File: config.mk
export PLATFORM = sky130hd
export DESIGN_NAME = uart_rx
export DESIGN_NICKNAME = d
export VERILOG_FILES = /design/src/rtl/uart_rx_pkg.sv /design/src/rtl/uart_rx_sync.sv /design/src/rtl/uart_rx.sv
export SDC_FILE = /design/constraint.sdc
export NUM_CORES = 1
export LEC_CHECK = 0
export ABC_CLOCK_PERIOD_IN_PS = 2270
export BUFFER_PORTS_ARGS = -buffer_cell sky130_fd_sc_hd__buf_4
export CAP_MARGIN = 5
export CORE_MARGIN = 2
export CORE_UTILIZATION = 38
export DETAILED_ROUTE_END_ITERATION = 10
export REMOVE_ABC_BUFFERS = 1
export SLEW_MARGIN = 20
export SYNTH_ARGS = -nofsm -noshare
export SYNTH_HDL_FRONTEND = slang
export SYNTH_SLANG_ARGS = --single-unit
File: constraint.sdc
create_clock -name i_clk -period 2.27 [get_ports i_clk]
set_input_delay 0.1135 -clock i_clk [delete_from_list [all_inputs] [get_ports i_clk]]
set_output_delay 0.1135 -clock i_clk [all_outputs]
set_load 0.02 [all_outputs]
File: src/rtl/uart_rx_pkg.sv
// -----------------------------------------------------------------------------
// uart_rx_pkg
//   Shared definitions for the 8N1 UART receiver:
//     - FSM state encodings (2-bit, legacy-compatible constants)
//     - STATUS register bit positions
//     - clocks_per_bit(): bit period in system clocks
// -----------------------------------------------------------------------------
package uart_rx_pkg;

  // Receiver FSM states
  localparam logic [1:0] ST_IDLE  = 2'd0;
  localparam logic [1:0] ST_START = 2'd1;
  localparam logic [1:0] ST_DATA  = 2'd2;
  localparam logic [1:0] ST_STOP  = 2'd3;

  // STATUS register bit positions (upper nibble reads as zero)
  localparam int STAT_VALID  = 0;
  localparam int STAT_FERR   = 1;
  localparam int STAT_OVR    = 2;
  localparam int STAT_ACTIVE = 3;

  // Integer clocks per bit; truncation matches the integer divide of the
  // transmitter so both ends agree on the bit period.
  function automatic int clocks_per_bit(input int sys_clk, input int baud);
    return sys_clk / baud;
  endfunction

endpackage

File: src/rtl/uart_rx_sync.sv
// -----------------------------------------------------------------------------
// uart_rx_sync
//   Two-flop synchroniser for the asynchronous serial input. Both flops reset
//   to 1 so that the idle-high line does not look like a start bit after reset.
// Ports:
//   clk    in  1  system clock
//   rst_n  in  1  asynchronous reset, active low
//   d      in  1  asynchronous input
//   q      out 1  synchronised output
// -----------------------------------------------------------------------------
module uart_rx_sync (
  input  logic clk,
  input  logic rst_n,
  input  logic d,
  output logic q
);

  logic meta_reg;
  logic sync_reg;

  always_ff @(posedge clk or negedge rst_n) begin
    if (!rst_n) begin
      meta_reg <= 1'b1;
      sync_reg <= 1'b1;
    end else begin
      meta_reg <= d;
      sync_reg <= meta_reg;
    end
  end

  assign q = sync_reg;

endmodule

File: src/rtl/uart_rx.sv
// -----------------------------------------------------------------------------
// uart_rx
//   8N1 UART receiver with a one-byte holding register on a small CPU bus
//   slave port. Start bit is re-checked at its centre, data bits are sampled
//   at bit centre LSB first, and the stop bit decides store vs framing error.
// Ports:
//   i_clk      in   1  system clock, rising edge
//   i_reset_n  in   1  asynchronous reset, active low
//   i_adr      in   1  register select: 0 = DATA, 1 = STATUS
//   i_dat      in   8  write data (no writable registers; ignored)
//   o_dat      out  8  read data: DATA -> rx_data, STATUS -> {4'b0, active,
//                      overrun, frame_err, valid}
//   i_we       in   1  write strobe
//   i_cyc      in   1  bus cycle; a read is i_cyc & ~i_we
//   rx         in   1  asynchronous serial input, idle high
//   o_int      out  1  one-cycle pulse when a byte is stored in rx_data
// -----------------------------------------------------------------------------
module uart_rx
  import uart_rx_pkg::*;
#(
  parameter int SYS_CLK  = 50_000_000,
  parameter int BAUDRATE = 115200
) (
  input  logic       i_clk,
  input  logic       i_reset_n,
  input  logic       i_adr,
  input  logic [7:0] i_dat,
  output logic [7:0] o_dat,
  input  logic       i_we,
  input  logic       i_cyc,
  input  logic       rx,
  output logic       o_int
);

  localparam int TICK = clocks_per_bit(SYS_CLK, BAUDRATE);
  localparam int HALF = TICK / 2;
  localparam logic [8:0] TICK_LAST = 9'(TICK - 1);
  localparam logic [8:0] HALF_LAST = 9'(HALF - 1);

  logic       rx_s;
  logic [1:0] state_reg;
  logic [8:0] cnt_reg;
  logic [2:0] bit_idx_reg;
  logic [7:0] shift_reg;

  logic [7:0] rx_data_reg;
  logic       valid_reg;
  logic       frame_err_reg;
  logic       overrun_reg;
  logic       int_reg;

  logic       tick;
  logic       stop_tick;
  logic       store_evt;
  logic       frame_evt;
  logic       accept;
  logic       ovr_evt;
  logic       data_rd;
  logic       status_rd;
  logic [3:0] status;
  logic       unused_wdat;

  // The bus has no writable register; the write data is intentionally dropped.
  assign unused_wdat = ^i_dat;

  uart_rx_sync u_sync (
    .clk   (i_clk),
    .rst_n (i_reset_n),
    .d     (rx),
    .q     (rx_s)
  );

  assign tick      = (cnt_reg == TICK_LAST);
  assign stop_tick = (state_reg == ST_STOP) && tick;
  assign store_evt = stop_tick && rx_s;
  assign frame_evt = stop_tick && !rx_s;
  assign data_rd   = i_cyc && !i_we && !i_adr;
  assign status_rd = i_cyc && !i_we && i_adr;
  // A DATA read in the store cycle frees the holding register just in time,
  // so the new byte is accepted rather than flagged as an overrun.
  assign accept    = store_evt && (!valid_reg || data_rd);
  assign ovr_evt   = store_evt && !accept;

  // Receiver FSM, bit counter and shift register
  always_ff @(posedge i_clk or negedge i_reset_n) begin
    if (!i_reset_n) begin
      state_reg   <= ST_IDLE;
      cnt_reg     <= '0;
      bit_idx_reg <= '0;
      shift_reg   <= '0;
    end else begin
      case (state_reg)
        ST_IDLE: begin
          cnt_reg <= '0;
          if (!rx_s) state_reg <= ST_START;
        end
        ST_START: begin
          // Re-check the line at the centre of the start bit to reject glitches
          if (cnt_reg == HALF_LAST) begin
            cnt_reg     <= '0;
            bit_idx_reg <= '0;
            state_reg   <= rx_s ? ST_IDLE : ST_DATA;
          end else begin
            cnt_reg <= cnt_reg + 9'd1;
          end
        end
        ST_DATA: begin
          if (tick) begin
            cnt_reg     <= '0;
            shift_reg   <= {rx_s, shift_reg[7:1]};
            bit_idx_reg <= bit_idx_reg + 3'd1;
            if (bit_idx_reg == 3'd7) state_reg <= ST_STOP;
          end else begin
            cnt_reg <= cnt_reg + 9'd1;
          end
        end
        ST_STOP: begin
          if (tick) begin
            cnt_reg   <= '0;
            state_reg <= ST_IDLE;
          end else begin
            cnt_reg <= cnt_reg + 9'd1;
          end
        end
        default: begin
          state_reg <= ST_IDLE;
          cnt_reg   <= '0;
        end
      endcase
    end
  end

  // Holding register, status flags and interrupt pulse
  always_ff @(posedge i_clk or negedge i_reset_n) begin
    if (!i_reset_n) begin
      rx_data_reg   <= '0;
      valid_reg     <= 1'b0;
      frame_err_reg <= 1'b0;
      overrun_reg   <= 1'b0;
      int_reg       <= 1'b0;
    end else begin
      int_reg <= accept;

      if (accept) begin
        rx_data_reg <= shift_reg;
        valid_reg   <= 1'b1;
      end else if (data_rd) begin
        valid_reg <= 1'b0;
      end

      // An error raised in the cycle of a STATUS read wins over the clear
      if (frame_evt)      frame_err_reg <= 1'b1;
      else if (status_rd) frame_err_reg <= 1'b0;

      if (ovr_evt)        overrun_reg <= 1'b1;
      else if (status_rd) overrun_reg <= 1'b0;
    end
  end

  always_comb begin
    status              = '0;
    status[STAT_VALID]  = valid_reg;
    status[STAT_FERR]   = frame_err_reg;
    status[STAT_OVR]    = overrun_reg;
    status[STAT_ACTIVE] = (state_reg != ST_IDLE);
  end

  always_comb begin
    o_dat = rx_data_reg;
    if (i_adr) o_dat = {4'b0000, status};
  end

  assign o_int = int_reg;

endmodule
# Word-level counts from Yosys, hierarchy flattened
# Cells that the tools add are included.
word_totals:
  out_inout_bits: 9
  reg_bits: 36
  in_bits: 14
  word_cells: 67
classes:
  n_addsub: 2
  n_mux: 19
  eq_ne: 11
  n_reduce_logical: 24
ops:
  columns: ["op", "count"]
  rows:
  - ["9-bit one-hot mux with 3 select lines", 1]
  - ["9-bit 2-to-1 mux", 2]
  - ["2-bit 2-to-1 mux", 6]
  - ["2-bit != test (second input constant)", 5]
  - ["2-bit nonzero test", 5]
  - ["9-bit by 1-bit adder with 9-bit output (second input constant)", 1]
  - ["9-bit by 8-bit equality test with 1-bit output (second input constant)", 1]
  - ["9-bit equality test (second input constant)", 1]
  - ["1-bit logical AND", 8]
  - ["8-bit 2-to-1 mux", 1]
  - ["2-bit one-hot mux with 4 select lines", 1]
  - ["3-bit 2-to-1 mux", 2]
  - ["3-bit one-hot mux with 2 select lines", 1]
  - ["1-bit zero test", 5]
  - ["1-bit 2-to-1 mux", 5]
  - ["5-bit AND reduction", 1]
  - ["2-bit equality test (second input constant)", 2]
  - ["3-bit by 1-bit adder with 3-bit output (second input constant)", 1]
  - ["3-bit equality test (second input constant)", 1]
  - ["3-bit AND reduction", 1]
  - ["2-bit by 1-bit equality test with 1-bit output (second input constant)", 1]
  - ["2-bit zero test", 1]
  - ["2-bit AND reduction", 1]
  - ["2-bit OR reduction", 1]
  - ["1-bit logical OR", 1]

# Logic depth before layout (Yosys ltp)
# Gate-level depths: netlist of run 1.
logic_depth:
  word_depth: 8
  depth_mapped: 7
  ltp_nobuf: 5

# Hierarchy
# Synthesis of run 1 repeated with hierarchy kept, for this count alone.
hier_totals:
  hier_cells: 141
  area_unflattened_um2: 1694.1
modules_own_cells:
  columns: ["mod", "cells_per_inst", "seq_area_each_um2", "area_per_inst_um2", "instances"]
  rows:
  - ["uart_rx", 139, 850.8, 1641.6, 1]
  - ["uart_rx_sync", 2, 52.6, 52.6, 1]

# Least setup slack after synthesis of run 1
# No wires, ideal clock.
synth_path:
  path_type: "register to register"
  start: "register cnt_reg[1]"
  end: "register rx_data_reg[0]"
  setup_time_ns: 0.125
  path_buffers: 1
  stages_incl_launch_ff: 7
  t_required_ns: 2.145
  synth_period_minus_slack_ns: 1.795
  t_arrival_ns: 1.670
  path_slack_ns: 0.475
  cell_sequence: "dfrtp_1 inv_1 ha_1 nand4bb_1 clkbuf_1 a2111oi_4 mux2_2"
synth_between:
  elab_chain_len: 4
synth_lines:
  columns: ["item", "line_no", "rtl"]
  rows:
  - ["start: declaration", "uart_rx.sv:42", "logic [8:0] cnt_reg;"]
  - ["start signal: assignment", "uart_rx.sv:104", "cnt_reg <= cnt_reg + 9'd1;"]
  - ["start signal: assignment", "uart_rx.sv:114", "cnt_reg <= cnt_reg + 9'd1;"]
  - ["start signal: assignment", "uart_rx.sv:122", "cnt_reg <= cnt_reg + 9'd1;"]
  - ["9-bit equality test", "uart_rx.sv:73", "assign tick = (cnt_reg == TICK_LAST);"]
  - ["1-bit logical AND", "uart_rx.sv:74", "assign stop_tick = (state_reg == ST_STOP) && tick;"]
  - ["1-bit logical AND", "uart_rx.sv:75", "assign store_evt = stop_tick && rx_s;"]
  - ["1-bit logical AND", "uart_rx.sv:81", "assign accept = store_evt && (!valid_reg || data_rd);"]
  - ["named net accept", "uart_rx.sv:56", "logic accept;"]
  - ["end signal: assignment", "uart_rx.sv:145", "rx_data_reg <= shift_reg;"]
  - ["end: declaration", "uart_rx.sv:46", "logic [7:0] rx_data_reg;"]
# The timed path passes the listed nets, and every way through them passes these cells.
# A chain may end at the register's enable or synchronous reset.

# Worst setup path in the final report of run 1
layout_path:
  start: "register cnt_reg[1]"
  end: "register shift_reg[4]"
layout_between:
  elab_chain_len: 2
layout_lines:
  columns: ["item", "line_no", "rtl"]
  rows:
  - ["9-bit equality test", "uart_rx.sv:73", null]
  - ["2-bit AND reduction (no source line)", null, null]
  - ["end signal: assignment", "uart_rx.sv:110", "shift_reg <= {rx_s, shift_reg[7:1]};"]
  - ["end: declaration", "uart_rx.sv:44", "logic [7:0] shift_reg;"]
# Every way passes these cells.

==> metrics.cfg, run 1 <==
[outcome]
run_status = finished clean

[routing]
vias_per_cell = 5.30
drc = 0
wl_per_cell_microns = 14.4
first_pass_iters = 4
wirelength_mm = 3.13
via_count = 1150
drt_iter0_drc = 29
final_antenna_net_count = 0

[place]
dpl_cell_area_sq_um = 1890
io_buffers = 14
dp_hpwl_mm = 2.17
gp_congestion = 0.776

[worst_setup_path]
r2r_slack_ns = 0.21
crit_path_start_kind = flip-flop
cp.depth = 5
slowest_stage = or3_1
crit_end = shift_reg[4]
crit_family = simple AND/OR/NAND/NOR gates
r2r-start = cnt_reg[1]
crit_path_cell_trace = inv_1 > ha_1 > nand4bb_1 > or3_1 > mux2_2
r2r_end = shift_reg[4]
crit_start = cnt_reg[1]
required_ns = 2.44
cpPeakStageDelay_ns = 0.65
critPathBufInv = 1
crit_fanout = 9
crit_arrival_ns = 2.24
ff2ff_path_depth = 5
crit_path_end_kind = flip-flop
crit_type = reg2reg

[final_layout]
regArea_sq_um = 903
area_delta_synth_final_pct = 16.7
layout-drive-gt1-share = 0.321
diodes = 0
final_nets = 183
largest_register_ffs = 9
multi_input_area_sq_um = 768
mostFrequentLayoutCells = 34 x dfrtp_1, 19 x mux2_2, 18 x buf_4, 7 x nand2_1
final_cell_area_sq_um = 2010
final_common_cell = dfrtp_1
fillers = 390

[worst_hold_path]
min-delay-start = i_cyc
holdPathStages = 4
hold_path.class = in2reg

[pwr]
ir_drop_mv = 0.318
power_mw = 1.15
p_leak_nw = 0.902
powerDensity_nw_per_um2 = 571

[sta]
hold_viol_final = 0
finalSetupViolations = 0
fin_crit_sh = 0.909
slew_headroom = 0.576
max_freq_mhz = 485
min_period_ns = 2.06
slew_violations = 0
finClkSkew_ns = 0.00627
setup_tns_ns = 0
tightestPinTransition_ns = 0.632
rsz0062_at_grt = false

[floorplanning]
rows = 24
core-area_sq_um = 4350
initial_core_util = 0.395
die_y_microns = 71.3
num_io_pins = 23
chipWidth_microns = 71.3
die_area_sq_um = 5080

[clock_network]
clock-sinks = 36
clk_latency_ns = 0.29
cts_setup_buffers = 0
clk_pin_slew_ns = 0.07
cts_root_buffer = clkbuf_8
h-tree-depth = 2
clockBufferDepth = 2
cts_tree = done
cts_buffers = 5

[yosys]
yosysWarnings = 0
syn_area_sq_um = 1720
synth_fa_ha_area_frac = 0.0364
syn_avg_cell_area_sq_um = 12.0
syn_inst = 143
synth-simple-area-share = 0.142
synthFlopType = dfrtp_1
yosysSeqAreaShare = 0.525
ys_types = 38
synth_area_leader_cell = dfrtp_1
synth_compound_area_frac = 0.116
synth-edff-count = 0
synthMuxAreaShare = 0.137
synth_top_family_by_area = simple AND/OR/NAND/NOR gates
yosys-top-cells-area = dfrtp_1 49%, mux2_2 12%, ha_1 3.6%, dfstp_2 3.1%, o31ai_1 2.2%
yosys.area.top_type_share = 0.495
post_synth_xor_area_fraction = 0.0153
async_flop_share = 1.00
ys_ff_latch = 36

[global_route]
grt_pass1_vias = 1168
antenna_found_initial = 0
gr-usage-all-layers = 0.138
grt_pass1_wl_mm = 5.40
grt_max_degree = 37
overflow = 0

[job]
drv_cap = 0

-- worst reg2reg max path, cell delays in order, from the launching register on --
cell and delay (ns):
dfrtp_1 0.40, inv_1 0.08, ha_1 0.15, nand4bb_1 0.32, or3_1 0.65, mux2_2 0.34
-- worst min-delay path by stage --
stage	to
3_5_place_dp	cnt_reg[2]
2_1_floorplan	asynchronous set/reset pin
6_report	frame_err_reg
5_1_grt	overrun_reg
3_3_place_gp	cnt_reg[2]
4_1_cts	frame_err_reg
-- repair_timing --
| action | in CTS | in global routing |
|---|---|---|
| resized for setup | 0 | 0 |
| endpoints found under the hold margin | 35 | 0 |
| endpoints found under the setup margin | 0 | 0 |
| hold buffers | 2 | 0 |
-- metal layers --
metal  vias up  track usage  routed length [microns]
li1        565            -                        -
met1       559        0.178                     1470
met2        21        0.217                     1480
met3         5       0.0436                      125
met4         0       0.0524                       48
met5         -            0                        0
-- per-stage QoR --
step / setup WS [ns] / utilization / hold slack (ns) / instances
floorplan: 0.406 / - / -0.182 / 137
global placement: 0.270 / 0.435 / 0.0898 / 207
detailed placement: 0.216 / 0.435 / 0.0980 / 207
CTS: 0.208 / 0.461 / 0.182 / 217
global route: 0.121 / 0.461 / 0.195 / 217
finish: 0.208 / 0.461 / 0.184 / 217
-- report_power, final --
part           switching, mW  internal [mW]
clock network          0.226          0.242
logic                 0.0201         0.0123
registers            0.00185          0.645
total                  0.248          0.899
-- final cells by class --
class | count | area share
well taps | 52 | 0.0324
multi-input cells | 95 | 0.383
inverters | 6 | 0.0112
clock buffers | 6 | 0.0411
flip-flops and latches | 36 | 0.450
repair buffers | 20 | 0.0773
clock inverters | 2 | 0.00499
-- cells in the mapped netlist, types with 2 or more instances --
cell type / count
dfrtp_1: 34
mux2_2: 19
nand2_1: 7
inv_1: 6
o21ai_0: 6
a21oi_1: 5
ha_1: 5
nand3_1: 5
nor2b_1: 5
o31ai_1: 5
or3_1: 5
a22oi_1: 4
clkbuf_1: 3
buf_2: 2
dfstp_2: 2
nand4bb_1: 2
nor2_1: 2
nor4_1: 2
o21ai_1: 2
or2_2: 2
or4_1: 2
xor2_1: 2
-- kinds of logic (layout without fill, tap and decap cells) --
| logic type | count (synthesis) | in the layout |
|---|---|---|
| fa+ha+maj | 5 | 5 |
| flops | 36 | 36 |
| mux | 20 | 20 |
| simple gates | 39 | 39 |
| compound gates | 28 | 28 |
| buf+inv | 12 | 34 |
| xor+xnor | 3 | 3 |
No activity file was read; power rests on OpenSTA's default activity.
==> run 2, diff against run 1 <==
- ABC_CLOCK_PERIOD_IN_PS: 2270 -> 2000
- PLACE_DENSITY: unset -> 0.57
- clock period: 2.27 -> 2 ns (I/O delays scaled with it)
==> run 2 against run 1 <==
Global-route usage rose by 0.90 points. Register-to-register slack got worse by 0.04 ns. Clock skew rose by 0.0025 ns. Fmax rose by 13%. Non-clock buffer count rose by 8. Worst setup slack got worse by 0.038 ns. Via count rose by 3.1%. Sequential share of layout area fell by 2.0 points. Total power rose by 22%. Design area rose by 4.7%. First-iteration DRC count rose to 2.8 times the previous value. Clock power rose by 33%. Largest power group unchanged.
==> metrics.cfg, run 2 (synthesis results as in run 1) <==
[worst_setup_path]
slowest_stage = or3_1
critPathBufInv = 1
crit_fanout = 9
r2r_end = shift_reg[6]
required_ns = 2.16
crit_arrival_ns = 1.99
ff2ff_path_depth = 5
cpPeakStageDelay_ns = 0.56
crit_path_end_kind = flip-flop
r2r_slack_ns = 0.17
crit_path_cell_trace = inv_1 > ha_1 > nand4bb_4 > or3_1 > mux2_2
crit_path_start_kind = flip-flop
crit_family = simple AND/OR/NAND/NOR gates
r2r-start = cnt_reg[1]
crit_type = reg2reg

[clock_network]
cts_root_buffer = clkbuf_8
clockBufferDepth = 2
clock-sinks = 36
clk_latency_ns = 0.28
cts_buffers = 5
cts_setup_buffers = 0
clk_pin_slew_ns = 0.08
cts_tree = done
h-tree-depth = 2

[sta]
hold_viol_final = 0
rsz0062_at_grt = false
slew_violations = 0
max_freq_mhz = 546
finalSetupViolations = 0
finClkSkew_ns = 0.00874
tightestPinTransition_ns = 0.452
fin_crit_sh = 0.915
setup_tns_ns = 0
min_period_ns = 1.83
slew_headroom = 0.698

[routing]
drc = 0
final_antenna_net_count = 0
vias_per_cell = 5.27
wl_per_cell_microns = 14.7
via_count = 1186
first_pass_iters = 4
drt_iter0_drc = 80
wirelength_mm = 3.32

[job]
drv_cap = 0

[place]
io_buffers = 14
dp_hpwl_mm = 2.36
gp_congestion = 0.795

[global_route]
grt_pass1_wl_mm = 5.87
overflow = 0
antenna_found_initial = 0
gr-usage-all-layers = 0.147
grt_max_degree = 37
grt_pass1_vias = 1222

[floorplanning]
num_io_pins = 23
die_area_sq_um = 5080
chipWidth_microns = 71.3
initial_core_util = 0.395
rows = 24
die_y_microns = 71.3
core-area_sq_um = 4350

[worst_hold_path]
min_to = frame_err_reg
hold_path.class = in2reg
holdPathStages = 4
min-delay-start = i_cyc

[final_layout]
layout-drive-gt1-share = 0.358
largest_register_ffs = 9
final_common_cell = dfrtp_1
area_delta_synth_final_pct = 22.2
utilization = 0.483
fillers = 399
final_nets = 191
mostFrequentLayoutCells = 34 x dfrtp_1, 26 x buf_4, 19 x mux2_2, 7 x nand2_1
diodes = 0

[pwr]
powerDensity_nw_per_um2 = 663
p_leak_nw = 0.943
power_mw = 1.39
ir_drop_mv = 0.405

[outcome]
run_status = finished clean

## run 2: changes by cell type in the layout (fill, tap and decap cells not counted), sizes merged
cell / before / now
buf: 18 / 26
clkinvlp: 0 / 1
clkbuf: 6 / 5
bufinv: 0 / 1
clkinv: 2 / 1
## run 2: worst max path at each step
stage                           from              to  slack [ns]  depth (start not counted)
after floorplan           cnt_reg[1]  rx_data_reg[0]        0.14                          5
final                     cnt_reg[1]    shift_reg[6]        0.17                          5
after detailed placement  cnt_reg[1]  rx_data_reg[0]        0.11                          7
after CTS                 cnt_reg[1]  rx_data_reg[0]        0.09                          7
after global routing      cnt_reg[1]  rx_data_reg[0]        0.05                          7
after global placement    cnt_reg[1]  rx_data_reg[4]        0.16                          7
## run 2: worst min-delay path: stages
cell and delay (ns):
buf_4 0.08, nand3b_1 0.08, nand2_1 0.08, o31ai_1 0.06
## run 2: final cells by class
type                    instances  area [sq um]  area share
clock buffers                   5          68.8      0.0327
clock inverters                 3          42.5      0.0202
inverters                       6          22.5      0.0107
multi-input cells              95           785       0.373
flip-flops and latches         36           903       0.430
well taps                      52          65.1      0.0310
repair buffers                 28           215       0.102
## run 2: stage by stage
stage          instances  hold slack (ns)  cell area (sq um)  setup WS (ns)
6_report             225            0.160               2100          0.170
5_1_grt              225            0.202               2100         0.0476
4_1_cts              225            0.162               2090         0.0928
3_5_place_dp         215           0.0892               1950          0.114
3_3_place_gp         215           0.0842               1950          0.156
2_1_floorplan        137           -0.196               1690          0.136
## run 2: repair_timing
action | 4_1_cts | 5_1_grt
hold endpoints to repair | 35 | 0
gates resized for setup | 0 | 1
hold buffers | 2 | 0
setup endpoints to repair | 0 | 16
## run 2: report_power, final
part,switching (mW),internal (mW)
logic,0.0227,0.0139
clock network,0.255,0.369
registers,0.00219,0.731
## run 2: metal layers
layer	track usage	part of all wire
met4	0.0503	0.0057
met1	0.198	0.47
met3	0.0295	0.020
met2	0.238	0.50
met5	0	0
